===== src/rtl/demux_1to4_stream_pkg.sv =====
// Shared channel-count, select type and level-width helper for the 1-to-4 stream demux.
package demux_pkg;

  localparam int NUM_CH = 4;
  localparam int SEL_W  = 2;

  typedef logic [SEL_W-1:0] ch_sel_t;

  // Occupancy needs one more bit than the pointers so that "full" is representable.
  function automatic int lvl_w(input int depth);
    return $clog2(depth) + 1;
  endfunction

endpackage


===== src/rtl/demux_1to4_stream_chan_fifo.sv =====
// Per-channel FIFO: registered head (written word visible the cycle after push, no bypass).
// Push is ignored when full and pop when empty, so callers may present raw requests.
module chan_fifo
  import demux_pkg::*;
#(
  parameter int DATA_W = 8,
  parameter int DEPTH  = 2
) (
  input  logic                     clk,
  input  logic                     rst_n,
  input  logic                     push,
  input  logic                     pop,
  input  logic [DATA_W-1:0]        data_in,
  output logic [DATA_W-1:0]        head,
  output logic                     full,
  output logic                     empty,
  output logic [lvl_w(DEPTH)-1:0]  level
);

  localparam int PTR_W = $clog2(DEPTH);
  localparam int LVL_W = lvl_w(DEPTH);

  logic [DATA_W-1:0] mem_q [DEPTH];
  logic [PTR_W-1:0]  rd_ptr_q, rd_ptr_d;
  logic [PTR_W-1:0]  wr_ptr_q, wr_ptr_d;
  logic [LVL_W-1:0]  level_q, level_d;
  logic              do_push, do_pop;

  assign full    = (level_q == LVL_W'(DEPTH));
  assign empty   = (level_q == '0);
  assign do_push = push & ~full;
  assign do_pop  = pop & ~empty;

  always_comb begin
    rd_ptr_d = rd_ptr_q;
    wr_ptr_d = wr_ptr_q;
    level_d  = level_q;
    if (do_push) wr_ptr_d = wr_ptr_q + PTR_W'(1);
    if (do_pop)  rd_ptr_d = rd_ptr_q + PTR_W'(1);
    level_d = level_q + LVL_W'(do_push) - LVL_W'(do_pop);
  end

  // Storage is reset too, so the head reads as zero while the channel is in reset.
  always_ff @(posedge clk or negedge rst_n) begin
    if (!rst_n) begin
      rd_ptr_q <= '0;
      wr_ptr_q <= '0;
      level_q  <= '0;
      for (int i = 0; i < DEPTH; i++) begin
        mem_q[i] <= '0;
      end
    end else begin
      rd_ptr_q <= rd_ptr_d;
      wr_ptr_q <= wr_ptr_d;
      level_q  <= level_d;
      if (do_push) begin
        mem_q[wr_ptr_q] <= data_in;
      end
    end
  end

  assign head  = mem_q[rd_ptr_q];
  assign level = level_q;

endmodule


===== src/rtl/demux_1to4_stream.sv =====
// Registered 1-to-4 stream demux: one input stream steered by in_sel into four independent FIFOs.
// in_ready depends only on in_sel and registered occupancy; a full channel stalls only its own pushes.
module demux_1to4_stream
  import demux_pkg::*;
#(
  parameter int DATA_W = 8,
  parameter int DEPTH  = 2
) (
  input  logic                             clk,
  input  logic                             rst_n,
  input  logic [DATA_W-1:0]                in_data,
  input  ch_sel_t                          in_sel,
  input  logic                             in_valid,
  output logic                             in_ready,
  output logic [NUM_CH*DATA_W-1:0]         out_data,
  output logic [NUM_CH-1:0]                out_valid,
  input  logic [NUM_CH-1:0]                out_ready,
  output logic [NUM_CH*lvl_w(DEPTH)-1:0]   ch_level
);

  localparam int LVL_W = lvl_w(DEPTH);

  logic [NUM_CH-1:0] push;
  logic [NUM_CH-1:0] full;
  logic [NUM_CH-1:0] empty;

  assign in_ready = ~full[in_sel];

  always_comb begin
    push         = '0;
    push[in_sel] = in_valid & in_ready;
  end

  for (genvar k = 0; k < NUM_CH; k++) begin : g_ch
    chan_fifo #(
      .DATA_W (DATA_W),
      .DEPTH  (DEPTH)
    ) u_fifo (
      .clk     (clk),
      .rst_n   (rst_n),
      .push    (push[k]),
      .pop     (out_ready[k]),
      .data_in (in_data),
      .head    (out_data[k*DATA_W +: DATA_W]),
      .full    (full[k]),
      .empty   (empty[k]),
      .level   (ch_level[k*LVL_W +: LVL_W])
    );
  end

  assign out_valid = ~empty;

endmodule


===== config.mk =====
export PLATFORM = sky130hd
export DESIGN_NAME = demux_1to4_stream
export DESIGN_NICKNAME = d
export VERILOG_FILES = /design/src/rtl/demux_1to4_stream_pkg.sv /design/src/rtl/demux_1to4_stream_chan_fifo.sv /design/src/rtl/demux_1to4_stream.sv
export SDC_FILE = /design/constraint.sdc
export NUM_CORES = 1
export LEC_CHECK = 0
export ABC_AREA = 1
export CAP_MARGIN = 20
export CORE_AREA = 4 4 96 134
export CTS_CLUSTER_DIAMETER = 150
export DETAILED_ROUTE_END_ITERATION = 12
export DIE_AREA = 0 0 100 138
export GPL_TIMING_DRIVEN = 0
export PLACE_DENSITY_LB_ADDON = 0.25
export SLEW_MARGIN = 15
export SYNTH_ARGS = -nofsm -noshare
export SYNTH_HDL_FRONTEND = slang
export SYNTH_SLANG_ARGS = --single-unit

===== constraint.sdc =====
create_clock -name clk -period 2.4 [get_ports clk]
set_clock_uncertainty 0.15 [all_clocks]
set_input_delay 0.36 -clock clk [delete_from_list [all_inputs] [get_ports clk]]
set_output_delay 0.36 -clock clk [all_outputs]
set_load 0.02 [all_outputs]

## Word-level counts from Yosys, hierarchy flattened

Index checks and enable logic that the tools add are counted.

| word-level totals | value |
|---|---|
| register bits | 80 |
| bits of input ports | 17 |
| output and inout port bits | 45 |
| word-level logic and storage cells | 119 |

| cells by class | value |
|---|---|
| add/sub/neg operators | 16 |
| order comparisons | 14 |
| equal/unequal tests | 4 |
| multiplexer cells | 28 |
| bitwise logic cells | 28 |
| reduce and logical (&&, ||, !) cells | 9 |

Operators by type and width:

| kind | count |
|---|---|
| two-way mux 8 bit | 16 |
| bitwise mux 16 bit | 4 |
| demux 8 bit (select 1 bit) | 4 |
| greater-or-equal comparator 2 bit, second input constant | 8 |
| inverter 1 -> 2 bit | 8 |
| bitwise AND 1 bit | 9 |
| inverter 1 bit | 9 |
| adder 1 bit, second input constant | 8 |
| adder 2 x 1 -> 2 bit | 4 |
| equality test 2 bit, second input constant | 4 |
| logical NOT 2 bit | 4 |
| less-than comparator 2 x 1 -> 1 bit, second input constant | 4 |
| subtractor 2 x 1 -> 2 bit | 4 |
| logical AND 1 bit | 5 |
| bitwise AND 4 bit | 1 |
| inverter 4 bit | 1 |
| less-than comparator 2 x 3 -> 1 bit, second input constant | 1 |
| binary-select mux 1 bit (select 2 bit) | 1 |
| demux 1 bit (select 2 bit) | 1 |
| greater-or-equal comparator 2 x 1 -> 1 bit, second input constant | 1 |
| two-way mux 1 bit | 2 |

## Longest topological paths before layout

| depth | value |
|---|---|
| depth in word-level cells | 9 |
| mapped depth | 10 |
| depth with buffers taken out | 9 |

## By module

From an unflattened synthesis, not the netlist that was laid out.

| unflattened totals | value |
|---|---|
| cells, all modules | 533 |
| area total of the unflattened synthesis | 4175.3 µm² |

Modules (own cells, without submodules):

| module | instances | cells each | area an instance (µm²) | seq. area each (µm²) |
|---|---|---|---|---|
| chan_fifo | 4 | 127 | 1014.7 | 500.5 |
| demux_1to4_stream | 1 | 25 | 116.4 | 0.0 |

## Worst setup path before layout

No wires, ideal clock.

| timing path | value |
|---|---|
| kind | register -> register |
| from | reg g_ch[3].u_fifo.level_q[1] |
| to | reg g_ch[3].u_fifo.level_q[1] |
| setup time | 0.117 ns |
| arrival time | 1.574 ns |
| data required time | 2.133 ns |
| slack | 0.560 ns |
| stages on the path, launching flop included | 9 |
| buffers on the path | 0 |
| period minus slack after synthesis | 1.840 ns |
| cells stage by stage | dfrtp_1 or2_2 nand2_1 inv_1 ha_1 inv_1 nand4_1 nand2_1 nand2_1 |

| between the ends | value |
|---|---|
| elaborated cells on any way between the ends | 13 |
| those cells by class | add/sub (2); eq/ne (1); mux (2); bitwise (7); reduce/logical (1) |

RTL lines:

| item | RTL line | text |
|---|---|---|
| start: declaration | demux_1to4_stream_chan_fifo.sv:26 | `logic [LVL_W-1:0] level_q, level_d;` |
| start signal: assignment | demux_1to4_stream_chan_fifo.sv:55 | `level_q <= level_d;` |
| logical NOT 2 bit | demux_1to4_stream_chan_fifo.sv:30 | `assign empty = (level_q == '0);` |
| inverter 1 bit | demux_1to4_stream_chan_fifo.sv:32 | `assign do_pop = pop & ~empty;` |
| bitwise AND 1 bit | demux_1to4_stream_chan_fifo.sv:32 |  |
| via g_ch[3].u_fifo.do_pop | demux_1to4_stream_chan_fifo.sv:27 | `logic do_push, do_pop;` |
| subtractor 2 x 1 -> 2 bit | demux_1to4_stream_chan_fifo.sv:40 | `level_d = level_q + LVL_W'(do_push) - LVL_W'(do_pop);` |
| via g_ch[3].u_fifo.level_d[1] | demux_1to4_stream_chan_fifo.sv:26 |  |

The timed path passes the listed nets, and every way through them passes these cells. The select of a mux whose other input is x is not followed.
A chain may end at the register's enable or synchronous reset.

## Worst setup path in the final report

| timing path | value |
|---|---|
| from | reg g_ch[3].u_fifo.rd_ptr_q |
| to | out out_data[30] |

| between the ends | value |
|---|---|
| word-level cells in the longest chain between the ends | 4 |

RTL lines:

| item | RTL line | text |
|---|---|---|
| start: declaration | demux_1to4_stream_chan_fifo.sv:24 | `logic [PTR_W-1:0] rd_ptr_q, rd_ptr_d;` |
| start signal: assignment | demux_1to4_stream_chan_fifo.sv:53 | `rd_ptr_q <= rd_ptr_d;` |
| inverter 1 -> 2 bit (implied by the code) | demux_1to4_stream_chan_fifo.sv:62 | `assign head = mem_q[rd_ptr_q];` |
| two-way mux 8 bit (implied by the code) (3 in series) | demux_1to4_stream_chan_fifo.sv:62 |  |
| end: declaration | demux_1to4_stream.sv:15 | `output logic [NUM_CH*DATA_W-1:0] out_data,` |

Every way passes these cells. The select of a mux whose other input is x is not followed.

==> metrics.md <==
| Metric | Value |
|---|---|
| Unique cell type count in the Yosys netlist | `22` |
| Post-route ant nets | `0` |
| Synth warn | `0` |
| Post-synth top area cell | `dfrtp_1` |
| Kind of critical path | `reg2out` |
| Gr usage total | `between 10% and 20%` |
| Rows | `47` |
| Dpl hpwl | `a little over 7000 microns` |
| MaxCap Viol Count | `0` |
| Number of synthesized flops with an enable pin | `0` |
| First-pass GRT wire length | `~17000 microns` |
| CTS Buf Count | `9` |
| R2R Path End | `g_ch[3].u_fifo.mem_q[6]$_DFFE_PN0P_` |
| WL/cell | `roughly 14 microns` |
| Synth area leaders | `dfrtp_1 50%, nand2_1 27%, nand3_1 4.3%` |
| Ant diodes | `0` |
| Worst EP arrival | `around 1.7 ns` |
| Seq/Total Area, Yosys | `between 50% and 60%` |
| Total Nets Final | `593` |
| CP max stage delay | `0.61 ns` |
| Final non-filler cell total | `~720` |
| Synth top area share | `between 50% and 60%` |
| DR pass1 iterations | `4` |
| Syn_area_per_cell | `between 7 and 8 sq um` |
| Remaining global-route overflow | `0` |
| Setup violations, final | `0` |
| IO buf count | `53` |
| First DRT Iteration DRCs | `98` |
| Post-route cell area | `approximately 5000 sq um` |
| Startpoint Class | `flip-flop` |
| Post-Place Cell Area | `4730 sq um` |
| Maximum fanout along the worst path | `9` |
| Reg2Reg Setup Slack | `about 0.61 ns` |
| Worst r2r src | `g_ch[2].u_fifo.level[1]$_DFF_PN0_` |
| Vias in the first global route | `roughly 3300` |
| Fillers | `between 1000 and 1500` |
| Hold path start | `in_data[4]` |
| Slew headroom | `63.6%` |
| RSZ-0062 raised after global routing | `no` |
| Most common cell after layout, fill and taps aside | `nand2_1` |
| Placed insts | `708` |
| Worst skew pair latency | `between 0.3 and 0.4 ns` |
| Clock root buffer | `clkbuf_16` |
| Critical Path RT | `roughly 1.9 ns` |
| Initial antenna violation count | `0` |
| Worst Reg-to-Reg Cells | `9` |
| GPL Wtd Cong | `~0.77` |
| Most frequent cells in the layout | `290 x nand2_1, 76 x dfrtp_1, 49 x clkdlybuf4s50_1` |
| Die area | `approximately 14000 sq um` |
| Fmax | `445 MHz` |
| Area Growth Syn to Fin | `26.3%` |
| Critical path, cell by cell | `clkinv_2 -> nand2_1 -> nand2_1 -> clkdlybuf4s50_1` |
| Syn Inst Count | `just over 500` |
| Drt drc | `0` |
| Max Root-Sink Buffers | `2` |
| Slew @ Worst Pin | `between 0.5 and 0.6 ns` |
| Worst VDD drop | `0.681 mV` |
| Total wire length after detailed routing | `10100 microns` |
| DR vias/cell | `between 4 and 5` |
| CTS HTree Levels | `3` |
| Delay-heaviest family, CP | `buffers and inverters` |
| Cell Pwr Density | `1460 nW/um^2` |
| Total I/O pin count | `a little over 60` |
| Max-slew violation count | `0` |
| Final-report hold violation count | `0` |
| Reg clk slew, reported paths | `approximately 0.06 ns` |
| Largest net degree at the start of global routing | `42` |
| Crit path top cell by count | `nand2_1` |
| Hold-critical path depth | `3` |
| Share of layout cells above drive strength 1 | `between 10% and 20%` |
| Levels on crit path | `4` |
| Critical Path Slowest Stage Cell | `clkdlybuf4s50_1` |
| Hold Path Sink | `g_ch[0].u_fifo.mem_q[12]$_DFFE_PN0P_` |
| Net Count, Synth | `about 530` |
| Final worst-path cycle share | `a little over nine tenths` |
| Chip Width | `100 microns` |
| Core Footprint | `11700 sq um` |
| Leakage power | `between 0.002 and 0.003 uW` |
| Top FF cell, synth | `dfrtp_1` |
| Register area | `2010 sq um` |
| Die Span Y | `between 100 and 150 microns` |
| Starting Density | `34.1%` |
| Status | `finished, final reports clean` |
| Min-Delay Path Class | `in2reg` |
| Tmin final | `between 2 and 2.5 ns` |
| Ys async rst share | `100%` |
| Worst Path Buf+Inv | `2` |
| Element type at the critical path end | `primary output` |
| Multi-input gate area | `around 1700 sq um` |
| Clk sink count | `80` |
| Vias | `3323` |
| Synth Cell Area | `about 4000 sq um` |
| CTS tree | `yes` |
| Yosys reg bits | `80` |
state kept, by name, indices dropped and copies added, names as in the netlist:
register	cells
g_ch.u_fifo.level	8
g_ch.u_fifo.mem_q	64
g_ch.u_fifo.rd_ptr_q	4
g_ch.u_fifo.wr_ptr_q	4
cell type report:
type | instances | area share (%)
tap | 147 | 3.65
clock inverter | 4 | 0.893
sequential | 80 | 39.8
inverter | 32 | 2.48
timing repair buffer | 58 | 11.6
multi-input combinational | 378 | 34.5
clock buffer | 11 | 4.81
buffer | 13 | 2.31
where the power goes:
group | switching, uW | total (uW) | internal [uW] | leakage [uW]
sequential | 482 | 2500 | 2020 | 0.000987
clock | 515 | 1340 | 822 | 0.000145
combinational | 2020 | 3530 | 1510 | 0.00157
cells by family (layout without fill, tap and decap cells):
group / Yosys count / in the layout / share of synthesized area, %
simple gates: 360 / 360 / 39.4
flops: 80 / 80 / 50.1
xor+xnor: 12 / 12 / 2.63
compound gates: 2 / 2 / 0.251
fa+ha+maj: 4 / 4 / 1.25
buf+inv: 49 / 118 / 6.30
worst min-delay path: cells and delay by family:
kind / cells / cell delay, ns
buffers and inverters: 1 / 0.16
and+or+nand+nor: 2 / 0.11
per-layer routing:
metal  GRT usage (%)  wire length [microns]  up-vias
met5               0                      0        -
met4            6.25                    181        0
met3            2.77                    393       10
met2            25.4                   5060       69
met1            19.3                   4480     1560
li1                -                      -     1684
what timing repair did:
action                     in CTS  in global routing
setup buffers                   0                  3
resized for setup               8                  5
hold buffers                    1                  0
setup endpoints to repair      33                 31
hold endpoints to repair       40                  0
cloned                          0                  0
pin swaps                       0                  1
cell usage after synthesis (2+ instances only):
cell type / instances
dfrtp_1: 80
o21ai_0: 2
nand3_2: 5
nand4_2: 4
clkbuf_1: 4
nor2_1: 9
nand4_4: 2
inv_2: 3
nand2_1: 290
nor2_2: 2
buf_4: 8
xor2_1: 12
ha_1: 4
nand4_1: 3
nor2_4: 7
clkinv_1: 6
nand3_1: 34
nand2_2: 2
buf_6: 5
inv_1: 23
per-stage QoR:
stage          worst slack (ns)  total power, uW  setup TNS, ns  hold WS [ns]  utilization (%)
2_1_floorplan             0.560             4560              0       -0.0856                -
3_3_place_gp              -2.10             5970        -169.78         0.303             40.2
3_5_place_dp             -0.440             6060          -1.32         0.241             40.4
4_1_cts                 -0.0417             7420        -0.0417         0.182             42.8
5_1_grt                  0.0831             7950              0         0.188             43.1
6_report                  0.152             7360              0         0.192             43.1
worst max-delay path by stage:
stage	start	endpoint	slack (ns)
finish	g_ch[3].u_fifo.rd_ptr_q$_DFFE_PN0P_	out_data[30]	0.15
global route	g_ch[3].u_fifo.rd_ptr_q$_DFFE_PN0P_	out_data[30]	0.08
CTS	in_sel[1]	in_ready	-0.04
detailed placement	in_sel[0]	in_ready	-0.44
global placement	rst_n	g_ch[3].u_fifo.mem_q[5]$_DFFE_PN0P_	-2.10
floorplan	g_ch[3].u_fifo.level[1]$_DFF_PN0_	g_ch[3].u_fifo.level[1]$_DFF_PN0_	0.56
Note: power is estimated with default switching activity, not from simulation.
